## src/rtl/riscv_pkg.sv

```systemverilog
// Shared types for the integer write-back path.
package riscv_pkg;

    localparam int XLEN = 32;

    typedef logic [4:0] reg_addr_t;

    // One write-back request: used for ALU results, LSU responses and the
    // LSU result buffer alike.
    typedef struct packed {
        logic             valid;
        reg_addr_t        rd;
        logic [XLEN-1:0]  data;
    } wb_req_t;

endpackage

```

## src/rtl/wb_scoreboard.sv

```systemverilog
// Pending-destination scoreboard for outstanding loads. One bit per integer
// register; x0 can never be pending. A set and a clear of the same register
// in one cycle leaves the bit set, because the new load is still in flight.
module wb_scoreboard
    import riscv_pkg::*;
(
    input  logic        clk,
    input  logic        rst_n,
    input  logic        set_valid_i,
    input  reg_addr_t   set_rd_i,
    input  logic        clr_valid_i,
    input  reg_addr_t   clr_rd_i,
    input  reg_addr_t   look_a_i,
    input  reg_addr_t   look_b_i,
    input  reg_addr_t   look_c_i,
    output logic        hit_a_o,
    output logic        hit_b_o,
    output logic        hit_c_o,
    output logic [31:0] pending_o
);

    logic [31:0] pending_q, pending_d;

    // Next pending vector: clear first so a same-cycle set overrides it.
    always_comb begin
        // NOTE: every variable written here gets a default first, so no path leaves it unassigned and no latch is inferred.
        pending_d = pending_q;
        if (clr_valid_i) pending_d[clr_rd_i] = 1'b0;
        if (set_valid_i) pending_d[set_rd_i] = 1'b1;
        pending_d[0] = 1'b0;
    end

    // Pending register; reset empties it so no instruction stalls after reset.
    always_ff @(posedge clk or negedge rst_n) begin
        // NOTE: sequential state uses non-blocking assignments so all flops update together at the edge.
        if (!rst_n) pending_q <= '0;
        else        pending_q <= pending_d;
    end

    assign hit_a_o   = pending_q[look_a_i];
    assign hit_b_o   = pending_q[look_b_i];
    assign hit_c_o   = pending_q[look_c_i];
    assign pending_o = pending_q;

endmodule

```

## src/rtl/wb_arbiter.sv

```systemverilog
// Regfile write-side master: ALU results have priority on the single write
// port; load responses wait in a one-entry buffer. Tracks outstanding load
// destinations for decode hazard stalls and requests an ALU bubble when the
// buffer has been starved for too long.
module wb_arbiter #(
    parameter int XLEN         = 32,
    parameter int STARVE_LIMIT = 4
) (
    input  logic            clk,
    input  logic            rst_n,
    input  logic            alu_valid,
    input  logic [4:0]      alu_rd,
    input  logic [XLEN-1:0] alu_data,
    input  logic            lsu_issue_valid,
    input  logic [4:0]      lsu_issue_rd,
    input  logic            lsu_resp_valid,
    output logic            lsu_resp_ready,
    input  logic [4:0]      lsu_resp_rd,
    input  logic [XLEN-1:0] lsu_resp_data,
    input  logic [4:0]      dec_rs1,
    input  logic [4:0]      dec_rs2,
    input  logic [4:0]      dec_rd,
    input  logic            dec_uses_rs2,
    output logic            hazard_stall,
    output logic            drain_req,
    output logic            we,
    output logic [4:0]      rd_addr,
    output logic [XLEN-1:0] rd_data
);

    import riscv_pkg::*;

    // Counter only needs to reach STARVE_LIMIT; it saturates there.
    localparam int CNT_W = (STARVE_LIMIT < 1) ? 1 : $clog2(STARVE_LIMIT + 1);
    localparam logic [CNT_W-1:0] LIMIT = CNT_W'(STARVE_LIMIT);

    wb_req_t          buf_q, buf_d;
    logic [CNT_W-1:0] starve_q, starve_d;
    logic             drain_q, drain_d;

    logic        alu_wins;
    logic        commit;
    logic        accept;
    logic        hit_rs1, hit_rs2, hit_rd;
    logic [31:0] pending;

    // An ALU write to x0 is dropped and leaves the port free for the buffer.
    assign alu_wins       = alu_valid && (alu_rd != 5'd0);
    assign commit         = buf_q.valid && !alu_wins;
    assign lsu_resp_ready = !buf_q.valid;
    assign accept         = lsu_resp_valid && lsu_resp_ready;

    // Write port mux: ALU first, then the buffered load result.
    always_comb begin
        we      = 1'b0;
        rd_addr = '0;
        rd_data = '0;
        if (alu_wins) begin
            we      = 1'b1;
            rd_addr = alu_rd;
            rd_data = alu_data;
        end else if (buf_q.valid) begin
            we      = 1'b1;
            rd_addr = buf_q.rd;
            rd_data = buf_q.data;
        end
    end

    // Buffer and starvation next state. Commit and accept are exclusive
    // because ready is low whenever there is something to commit.
    always_comb begin
        buf_d = buf_q;
        if (commit) begin
            buf_d.valid = 1'b0;
        end else if (accept && (lsu_resp_rd != 5'd0)) begin
            buf_d.valid = 1'b1;
            buf_d.rd    = lsu_resp_rd;
            buf_d.data  = lsu_resp_data;
        end

        starve_d = starve_q;
        if (!buf_d.valid) begin
            starve_d = '0;
        end else if (buf_q.valid && alu_wins && (starve_q != LIMIT)) begin
            starve_d = starve_q + 1'b1;
        end
        drain_d = (starve_d >= LIMIT);
    end

    // State registers; reset discards any buffered result.
    always_ff @(posedge clk or negedge rst_n) begin
        if (!rst_n) begin
            buf_q    <= '0;
            starve_q <= '0;
            drain_q  <= 1'b0;
        end else begin
            buf_q    <= buf_d;
            starve_q <= starve_d;
            drain_q  <= drain_d;
        end
    end

    assign drain_req = drain_q;

    wb_scoreboard u_scoreboard (
        .clk         (clk),
        .rst_n       (rst_n),
        .set_valid_i (lsu_issue_valid),
        .set_rd_i    (lsu_issue_rd),
        .clr_valid_i (commit),
        .clr_rd_i    (buf_q.rd),
        .look_a_i    (dec_rs1),
        .look_b_i    (dec_rs2),
        .look_c_i    (dec_rd),
        .hit_a_o     (hit_rs1),
        .hit_b_o     (hit_rs2),
        .hit_c_o     (hit_rd),
        .pending_o   (pending)
    );

    // RAW on either source, or WAW on the destination, of a pending load.
    assign hazard_stall = hit_rs1 || (dec_uses_rs2 && hit_rs2) || hit_rd;

    // An ALU result must never target a register with a load in flight.
    a_no_alu_to_pending : assert property (
        @(posedge clk) disable iff (!rst_n) alu_wins |-> !pending[alu_rd]
    );

endmodule

```

## config.mk

```make
export PLATFORM = sky130hd
export DESIGN_NAME = wb_arbiter
export DESIGN_NICKNAME = d
export VERILOG_FILES = /design/src/rtl/riscv_pkg.sv /design/src/rtl/wb_scoreboard.sv /design/src/rtl/wb_arbiter.sv
export SDC_FILE = /design/constraint.sdc
export NUM_CORES = 1
export LEC_CHECK = 0
export CAP_MARGIN = 20
export CORE_ASPECT_RATIO = 1.2
export CORE_MARGIN = 4
export CORE_UTILIZATION = 46
export CTS_CLUSTER_SIZE = 25
export DETAILED_ROUTE_END_ITERATION = 8
export PLACE_DENSITY = 0.76
export SLEW_MARGIN = 10
export SYNTH_ARGS = -nofsm -noshare
export SYNTH_HDL_FRONTEND = slang
export SYNTH_SLANG_ARGS = --single-unit
```

## constraint.sdc

```tcl
create_clock -name clk -period 2.7 [get_ports clk]
set_clock_uncertainty 0.2 [all_clocks]
set_input_delay 0.54 -clock clk [delete_from_list [all_inputs] [get_ports clk]]
set_output_delay 0.54 -clock clk [all_outputs]
set_load 0.1 [all_outputs]
```

======== Word level (Yosys, flattened, before mapping) ========
Index checks and enable logic that the tools add are counted.
storage, ports and cells
  logic and storage cells ................. 58
  output and inout port bits .............. 41
  register bits after elaboration ......... 73
  input bits .............................. 100
cells by class
  order comparisons ....................... 8
  eq/ne operators ......................... 1
  add/subtract/negate cells ............... 1
  bitwise gates (word level) .............. 4
  reductions and logical operators ........ 16
  muxes and demuxes ....................... 22
operators with widths
  cell                   number
  $mux W32               4
  $mux W38               1
  $and A32 B32 Y32       1
  $not A32 Y32           1
  $or A32 B32 Y32        1
  $lt A5 B6 Y1 const B   5
  $bmux W1 S5            3
  $demux W1 S5           2
  $ge A5 B1 Y1 const B   2
  $mux W5                2
  $reduce_bool A5 Y1     2
  $logic_and A1 B1 Y1    9
  $mux W1                8
  $mux W3                2
  $add A3 B1 Y3 const B  1
  $ge A3 B3 Y1 const B   1
  $ne A3 B3 Y1 const B   1
  $logic_not A1 Y1       2
  $logic_or A1 B1 Y1     2
  $reduce_and A2 Y1      1
  $not A1 Y1             1

======== Longest topological paths before layout ========
Gate-level depths: netlist of run 1.
  depth in word-level cells ............... 9
  gate-level depth with buffers ........... 6

======== Modules after synthesis ========
From an unflattened synthesis of run 1, not the netlist that was laid out.
second synthesis, totals
  cell total of the unflattened synthesis .. 465
  area, all modules ....................... 4,486.8 um^2
modules (own cells, without submodules)
  module         cells each  area an instance (um^2)  instances  seq. area each (um^2)
  wb_arbiter     234         2,338.5                  1          1,026.0
  wb_scoreboard  231         2,148.3                  1          775.7

======== Worst setup path after synthesis of run 1 ========
No wires, ideal clock.
  path type ............................... in2out
  start ................................... input alu_rd[2]
  end ..................................... output rd_addr[1]
  setup slack ............................. -1,749 ps
  cell stages on the path ................. 4
  required time ........................... 1,960 ps
  arrival time ............................ 3,709 ps
  cells stage by stage .................... or4_4 -> o21a_1 -> clkbuf_1 -> o31ai_1
between the ends
  word-level cells in the longest chain between the ends .. 3
RTL lines
  item                 RTL line          source
  start: declaration   wb_arbiter.sv:12  input logic [4:0] alu_rd,
  $reduce_bool A5 Y1   wb_arbiter.sv:48  assign alu_wins = alu_valid && (alu_rd != 5'd0);
  $logic_and A1 B1 Y1  wb_arbiter.sv:48
  $mux W5              wb_arbiter.sv:58  if (alu_wins) begin
  end: declaration     wb_arbiter.sv:27  output logic [4:0] rd_addr,
Every way passes these cells.

======== Worst setup path in the final report of run 1 ========
  start ................................... input alu_rd[2]
  end ..................................... output rd_data[27]
between the ends
  word-level cells in the longest chain between the ends .. 3
RTL lines
  item                 RTL line          source
  $reduce_bool A5 Y1   wb_arbiter.sv:48
  $logic_and A1 B1 Y1  wb_arbiter.sv:48
  $mux W32             wb_arbiter.sv:58
  end: declaration     wb_arbiter.sv:28  output logic [XLEN-1:0] rd_data
Every way passes these cells.

==> impl_metrics.env, run 1 <==
export IMPL_setup_viol=50
export IMPL_viasPerCell=7.04
export IMPL_vias=5334
export IMPL_critical_path_buf_inv_count=5
export IMPL_fin_ws_ns=-0.351
export IMPL_ys_types=38
export IMPL_slowest_stage="or4_4"
export IMPL_clkTransAtPathRegs_ns=0.08
export IMPL_critical_path_arrival_ns=2.31
export IMPL_cap_violations=0
export IMPL_synth_area_mm2=0.00422
export IMPL_yosysWarnings=0
export IMPL_drt_initial_drc_count=799
export IMPL_postSynthCellCount=428
export IMPL_leakagePower_nw=3.27
export IMPL_area_growth_pct=91.0
export IMPL_drc=0
export IMPL_critical_path_max_stage_delay_ns=0.57
export IMPL_grt_start_max_net_pins=42
export IMPL_drive_gt1_share_pct=48.1
export IMPL_hpwl_um=12000
export IMPL_cts_buffers=9
export IMPL_crit_chain="buf_6 -> or4_4 -> o21ai_4 -> buf_12 -> buf_12 -> buf_12 -> nand3_4 -> nand2_4 -> buf_12"
export IMPL_grt_total_usage_pct=38.5
export IMPL_slew_headroom_pct=58.6
export IMPL_fmaxAchievable_mhz=328
export IMPL_critPathCaptureType="primary output"
export IMPL_first_pass_iters=6
export IMPL_start_util_pct=47.0
export IMPL_post_route_util_pct=89.7
export IMPL_hold_class="reg -> reg"
export IMPL_cellPowerDensity_mw_per_mm2=720
export IMPL_detail_route_wl_per_cell_um=32.3
export IMPL_hp_start="starve_q[0]"
export IMPL_tightest_slew_ns=0.621
export IMPL_multiInputGateArea_mm2=0.00325
export IMPL_postRouteAntennaNets=0
export IMPL_antenna_found_initial=2
export IMPL_grt_pass1_wl_um=30500
export IMPL_grt_setup_unrepaired="yes"
export IMPL_die_width_um=95.5
export IMPL_cts_buffer_depth=2
export IMPL_nFillCells=325
export IMPL_layout_min_cycle_time_ns=3.05
export IMPL_r2r_start="buf_q[37]"
export IMPL_syn_nets=530
export IMPL_row_count=38
export IMPL_io_buffers=140
export IMPL_core_area_mm2=0.00899
export IMPL_cts_tree="built"
export IMPL_overflow=0
export IMPL_instances_no_fill=758
export IMPL_avgSynthCellArea_um2=9.86
export IMPL_ys_ff_latch=72
export IMPL_dp_cells=717
export IMPL_finalHoldViolCount=0
export IMPL_ir_drop_v=0.000585
export IMPL_crit_path_start_kind="input port"
export IMPL_maxSlewViolCount=0
export IMPL_path_delay_family="simple AND/OR/NAND/NOR gates"
export IMPL_criticalPathCategory="in -> out"
export IMPL_run_status="finished with violations"
export IMPL_startpoint="alu_rd[2]"
export IMPL_final_common_cell="clkdlybuf4s50_1"
export IMPL_die_h_um=113
export IMPL_root_buffer="clkbuf_8"
export IMPL_insertion_delay_ns=0.38
export IMPL_cp_required_ns=1.96
export IMPL_yosysSeqAreaShare_pct=42.7
export IMPL_cp_max_fo=6
export IMPL_final_nets=733
export IMPL_clkSinkCount=72
export IMPL_first_global_vias=5402
export IMPL_dieArea_mm2=0.0108
export IMPL_seq_area_mm2=0.00180
export IMPL_cts_htree_levels=3
export IMPL_io_pins=141
export IMPL_mostFrequentLayoutCells="clkdlybuf4s50_1 (85), dfrtp_1 (70), buf_4 (54)"
export IMPL_worst_path_most_repeated_cell="buf_12"
export IMPL_postRouteWirelength_um=24500
export IMPL_place_gp_congestion=1.09
export IMPL_hold_ws_ns=0.366
export IMPL_post_route_period_util_pct=113
export IMPL_setup_tns_ns=-10.11
export IMPL_violations="negative setup slack"
stage by stage:
| step | worst slack [ns] | instance area [um^2] | power (mW) |
|---|---|---|---|
| CTS | -0.246 | 7790 | 5.31 |
| detailed placement | -0.765 | 6960 | 4.17 |
| global route | -0.599 | 8060 | 5.92 |
| finish | -0.351 | 8060 | 5.80 |
| global placement | -0.693 | 6960 | 4.11 |
| floorplan | -0.584 | 4720 | 3.09 |
worst paths after layout:
kind	end	slack [ns]	depth (start not counted)
max	rd_data[27]	-0.35	9
min	starve_q[0]	0.37	1
max reg2reg	buf_q[9]	0.25	6
min reg2reg	starve_q[0]	0.37	1
max in group asynchronous	u_scoreboard.pending_o[11]	0.90	3
min in group asynchronous	buf_q[30]	0.49	2
repair_timing:
| item | CTS | global route |
|---|---|---|
| cloned | 2 | 3 |
| pin swaps | 32 | 26 |
| endpoints found under the hold margin | 23 | 0 |
| setup buffers | 14 | 5 |
| resized for setup | 108 | 56 |
| endpoints found under the setup margin | 39 | 43 |
| hold buffers | 1 | 0 |
per-layer routing:
metal	vias to the layer above	global-route usage (%)	part of all wire, %	wire length [um]
li1	1973	-	-	-
met1	2550	40.9	31	7540
met2	581	65.3	47	11400
met3	230	11.0	12	2910
met4	0	25.5	11	2620
met5	-	0	0	0
layout make-up:
class	count	share of cell area (%)
clock inverters	4	0.636
diodes	2	0.0621
well taps	120	1.86
clock buffers	12	2.05
repair buffers	219	32.5
flip-flops and latches	72	22.4
inverters	5	0.233
multi-input cells	324	40.3
flip-flops by register name, summed over array words and instances, names as in the netlist:
| signal | flops |
|---|---|
| drain_req | 1 |
| starve_q | 2 |
| buf_q | 38 |
| u_scoreboard.pending_o | 31 |
power breakdown:
part | internal [mW] | total (mW) | switching (mW)
Combinational | 1.27 | 2.93 | 1.65
Clock | 0.504 | 1.01 | 0.508
Sequential | 1.39 | 1.86 | 0.475
synth_stat cells, drive strengths merged:
| library cell | n | area (um^2) |
|---|---|---|
| ha | 2 | 25.0 |
| o2111a | 1 | 11.3 |
| mux2i | 11 | 110 |
| o22ai | 1 | 6.26 |
| nor4 | 1 | 6.26 |
| or4 | 3 | 30.0 |
| nor3 | 2 | 10.0 |
| a32o | 3 | 30.0 |
| or3b | 3 | 26.3 |
| a221oi | 2 | 17.5 |
| nor4b | 1 | 8.76 |
| inv | 5 | 18.8 |
| o21a | 1 | 7.51 |
| nand2b | 2 | 12.5 |
| a22o | 1 | 8.76 |
| or3 | 3 | 23.8 |
| o21ai | 68 | 340 |
| nor2b | 3 | 18.8 |
| nand3b | 10 | 75.1 |
| nor3b | 3 | 22.5 |
| dfrtp | 72 | 1800 |
| mux2 | 34 | 383 |
| o31ai | 3 | 22.5 |
| clkbuf | 15 | 56.3 |
| nor2 | 6 | 22.5 |
| nand3 | 38 | 190 |
| nand2 | 91 | 342 |
| buf | 12 | 58.8 |
| mux4 | 21 | 473 |
| a211o | 1 | 8.76 |
| a21oi | 3 | 15.0 |
| o211ai | 1 | 7.51 |
| nand4 | 5 | 31.3 |
logic make-up after synthesis:
group	count (synthesis)	synth area share, %
simple gates	171	19.4
compound gates	85	11.3
flops	72	42.7
mux	66	22.9
buf+inv	32	3.17
fa+ha+maj	2	0.593
Note: power is estimated with default switching activity, not from simulation.
==> inputs of run 2 (changes only) <==
--- a/config.mk
+++ b/config.mk
@@ -11,6 +11,7 @@
 export CORE_UTILIZATION = 46
 export CTS_CLUSTER_SIZE = 25
 export DETAILED_ROUTE_END_ITERATION = 8
+export GPL_TIMING_DRIVEN = 0
 export PLACE_DENSITY = 0.76
 export SLEW_MARGIN = 10
 export SYNTH_ARGS = -nofsm -noshare
==> run 2 against run 1 <==
Net effect:
- the flow still finishes with violations (negative setup slack)
- final area is 4.8% lower
- critical path depth is 1 higher
- combinational power is 13% lower
- cell count is 4.6% lower
- sequential power is 6% lower
- clock-buffer cell count is 2 lower
- via count is 13% lower
- maximum frequency is 1.1% higher
- power is 12% lower
- highest routed layer unchanged
==> impl_metrics.env, run 2 (synthesis results as in run 1) <==
export IMPL_fin_ws_ns=-0.319
export IMPL_maxSlewViolCount=0
export IMPL_drive_gt1_share_pct=45.8
export IMPL_violations="negative setup slack"
export IMPL_die_h_um=113
export IMPL_dp_cells=682
export IMPL_postRouteAntennaNets=0
export IMPL_place_gp_congestion=0.805
export IMPL_layout_min_cycle_time_ns=3.02
export IMPL_area_growth_pct=81.9
export IMPL_io_pins=141
export IMPL_leakagePower_nw=3.07
export IMPL_grt_pass1_wl_um=27500
export IMPL_run_status="finished with violations"
export IMPL_crit_chain="buf_6 -> or4_4 -> o21ai_4 -> buf_8 -> buf_12 -> buf_12 -> buf_12 -> nand3_4 -> nand2_4 -> buf_12"
export IMPL_cts_htree_levels=3
export IMPL_hold_class="reg -> reg"
export IMPL_largest_register="buf_q"
export IMPL_first_pass_iters=6
export IMPL_root_buffer="clkbuf_8"
export IMPL_slew_headroom_pct=32.2
export IMPL_setup_tns_ns=-9.10
export IMPL_overflow=0
export IMPL_grt_setup_unrepaired="yes"
export IMPL_cts_buffers=9
export IMPL_clkSinkCount=72
export IMPL_detail_route_wl_per_cell_um=26.3
export IMPL_cp_max_fo=5
export IMPL_crit_path_start_kind="input port"
export IMPL_worst_path_most_repeated_cell="buf_12"
export IMPL_start_util_pct=47.0
export IMPL_tightest_slew_ns=1.02
export IMPL_die_width_um=95.5
export IMPL_insertion_delay_ns=0.37
export IMPL_drc=0
export IMPL_first_global_vias=4910
export IMPL_io_buffers=133
export IMPL_vias=4642
export IMPL_path_delay_family="simple AND/OR/NAND/NOR gates"
export IMPL_critical_path_buf_inv_count=6
export IMPL_final_nets=700
export IMPL_core_area_mm2=0.00899
export IMPL_mostFrequentLayoutCells="clkdlybuf4s50_1 (84), dfrtp_1 (72), buf_12 (46)"
export IMPL_critical_path_max_stage_delay_ns=0.57
export IMPL_viasPerCell=6.42
export IMPL_postRouteWirelength_um=19000
export IMPL_critPathCaptureType="primary output"
export IMPL_clkTransAtPathRegs_ns=0.09
export IMPL_cts_tree="built"
export IMPL_critical_path_arrival_ns=2.28
export IMPL_row_count=38
export IMPL_post_route_util_pct=85.4
export IMPL_ir_drop_v=0.000444
export IMPL_instances_no_fill=723
export IMPL_antenna_cells=0
export IMPL_cts_buffer_depth=2
export IMPL_criticalPathCategory="in -> out"
export IMPL_setup_viol=39
export IMPL_antenna_found_initial=0
export IMPL_post_route_period_util_pct=112
export IMPL_fmaxAchievable_mhz=331
export IMPL_drt_initial_drc_count=348
export IMPL_final_common_cell="clkdlybuf4s50_1"
export IMPL_slowest_stage="or4_4"
export IMPL_grt_start_max_net_pins=53
export IMPL_finalHoldViolCount=0
export IMPL_grt_total_usage_pct=34.4
export IMPL_hpwl_um=10100
export IMPL_cap_violations=0
export IMPL_dpl_cell_area_mm2=0.00622
export IMPL_cp_required_ns=1.96
export IMPL_dieArea_mm2=0.0108
export IMPL_largest_reg_flops=38
export IMPL_cellPowerDensity_mw_per_mm2=664
export IMPL_final_cell_area_mm2=0.00768
run 2: layout make-up:
| type | count | area [um^2] |
|---|---|---|
| plain buffers | 26 | 289 |
| clock buffers | 10 | 138 |
| clock inverters | 6 | 35.0 |
| fillers | 400 | 1310 |
| inverters | 5 | 18.8 |
| multi-input cells | 325 | 3190 |
| flip-flops and latches | 72 | 1800 |
| well taps | 120 | 150 |
| repair buffers | 159 | 2050 |
run 2: per-layer routing:
| metal | global-route usage, % | vias up | routed length (um) |
|---|---|---|---|
| met5 | 0 | - | 0 |
| met4 | 18.5 | 0 | 1300 |
| met3 | 7.78 | 101 | 1440 |
| met2 | 60.1 | 329 | 9940 |
| met1 | 38.1 | 2297 | 6360 |
| li1 | - | 1915 | - |
run 2: what timing repair did:
| item | 4_1_cts | 5_1_grt |
|---|---|---|
| resized for setup | 479 | 24 |
| endpoints found under the hold margin | 20 | 0 |
| cloned | 8 | 0 |
| buffers inserted | 15 | 3 |
| hold buffers | 1 | 0 |
| endpoints found under the setup margin | 40 | 45 |
| pin swaps | 28 | 15 |
run 2: worst paths after layout:
path / from / endpoint / slack [ns] / cells past startpoint
max: alu_rd[2] / rd_data[9] / -0.32 / 10
max in group asynchronous: rst_n / u_scoreboard.pending_o[8] / 1.33 / 3
min reg2reg: buf_q[8] / buf_q[8] / 0.35 / 1
min in group asynchronous: rst_n / buf_q[12] / 0.38 / 2
max reg2reg: buf_q[37] / buf_q[31] / 0.42 / 5
min: buf_q[8] / buf_q[8] / 0.35 / 1
run 2: power by group:
group | total (mW) | switching (mW) | internal, mW
registers | 1.74 | 0.359 | 1.38
logic | 2.54 | 1.43 | 1.11
clock network | 0.816 | 0.464 | 0.352
run 2: stage by stage:
stage          hold slack (ns)  setup slack (ns)  power (mW)
2_1_floorplan           0.0444            -0.584        3.09
3_3_place_gp             0.288             -1.52        3.63
3_5_place_dp             0.259             -1.53        3.70
4_1_cts                  0.312            -0.230        4.87
5_1_grt                  0.369            -0.353        5.28
6_report                 0.348            -0.319        5.10
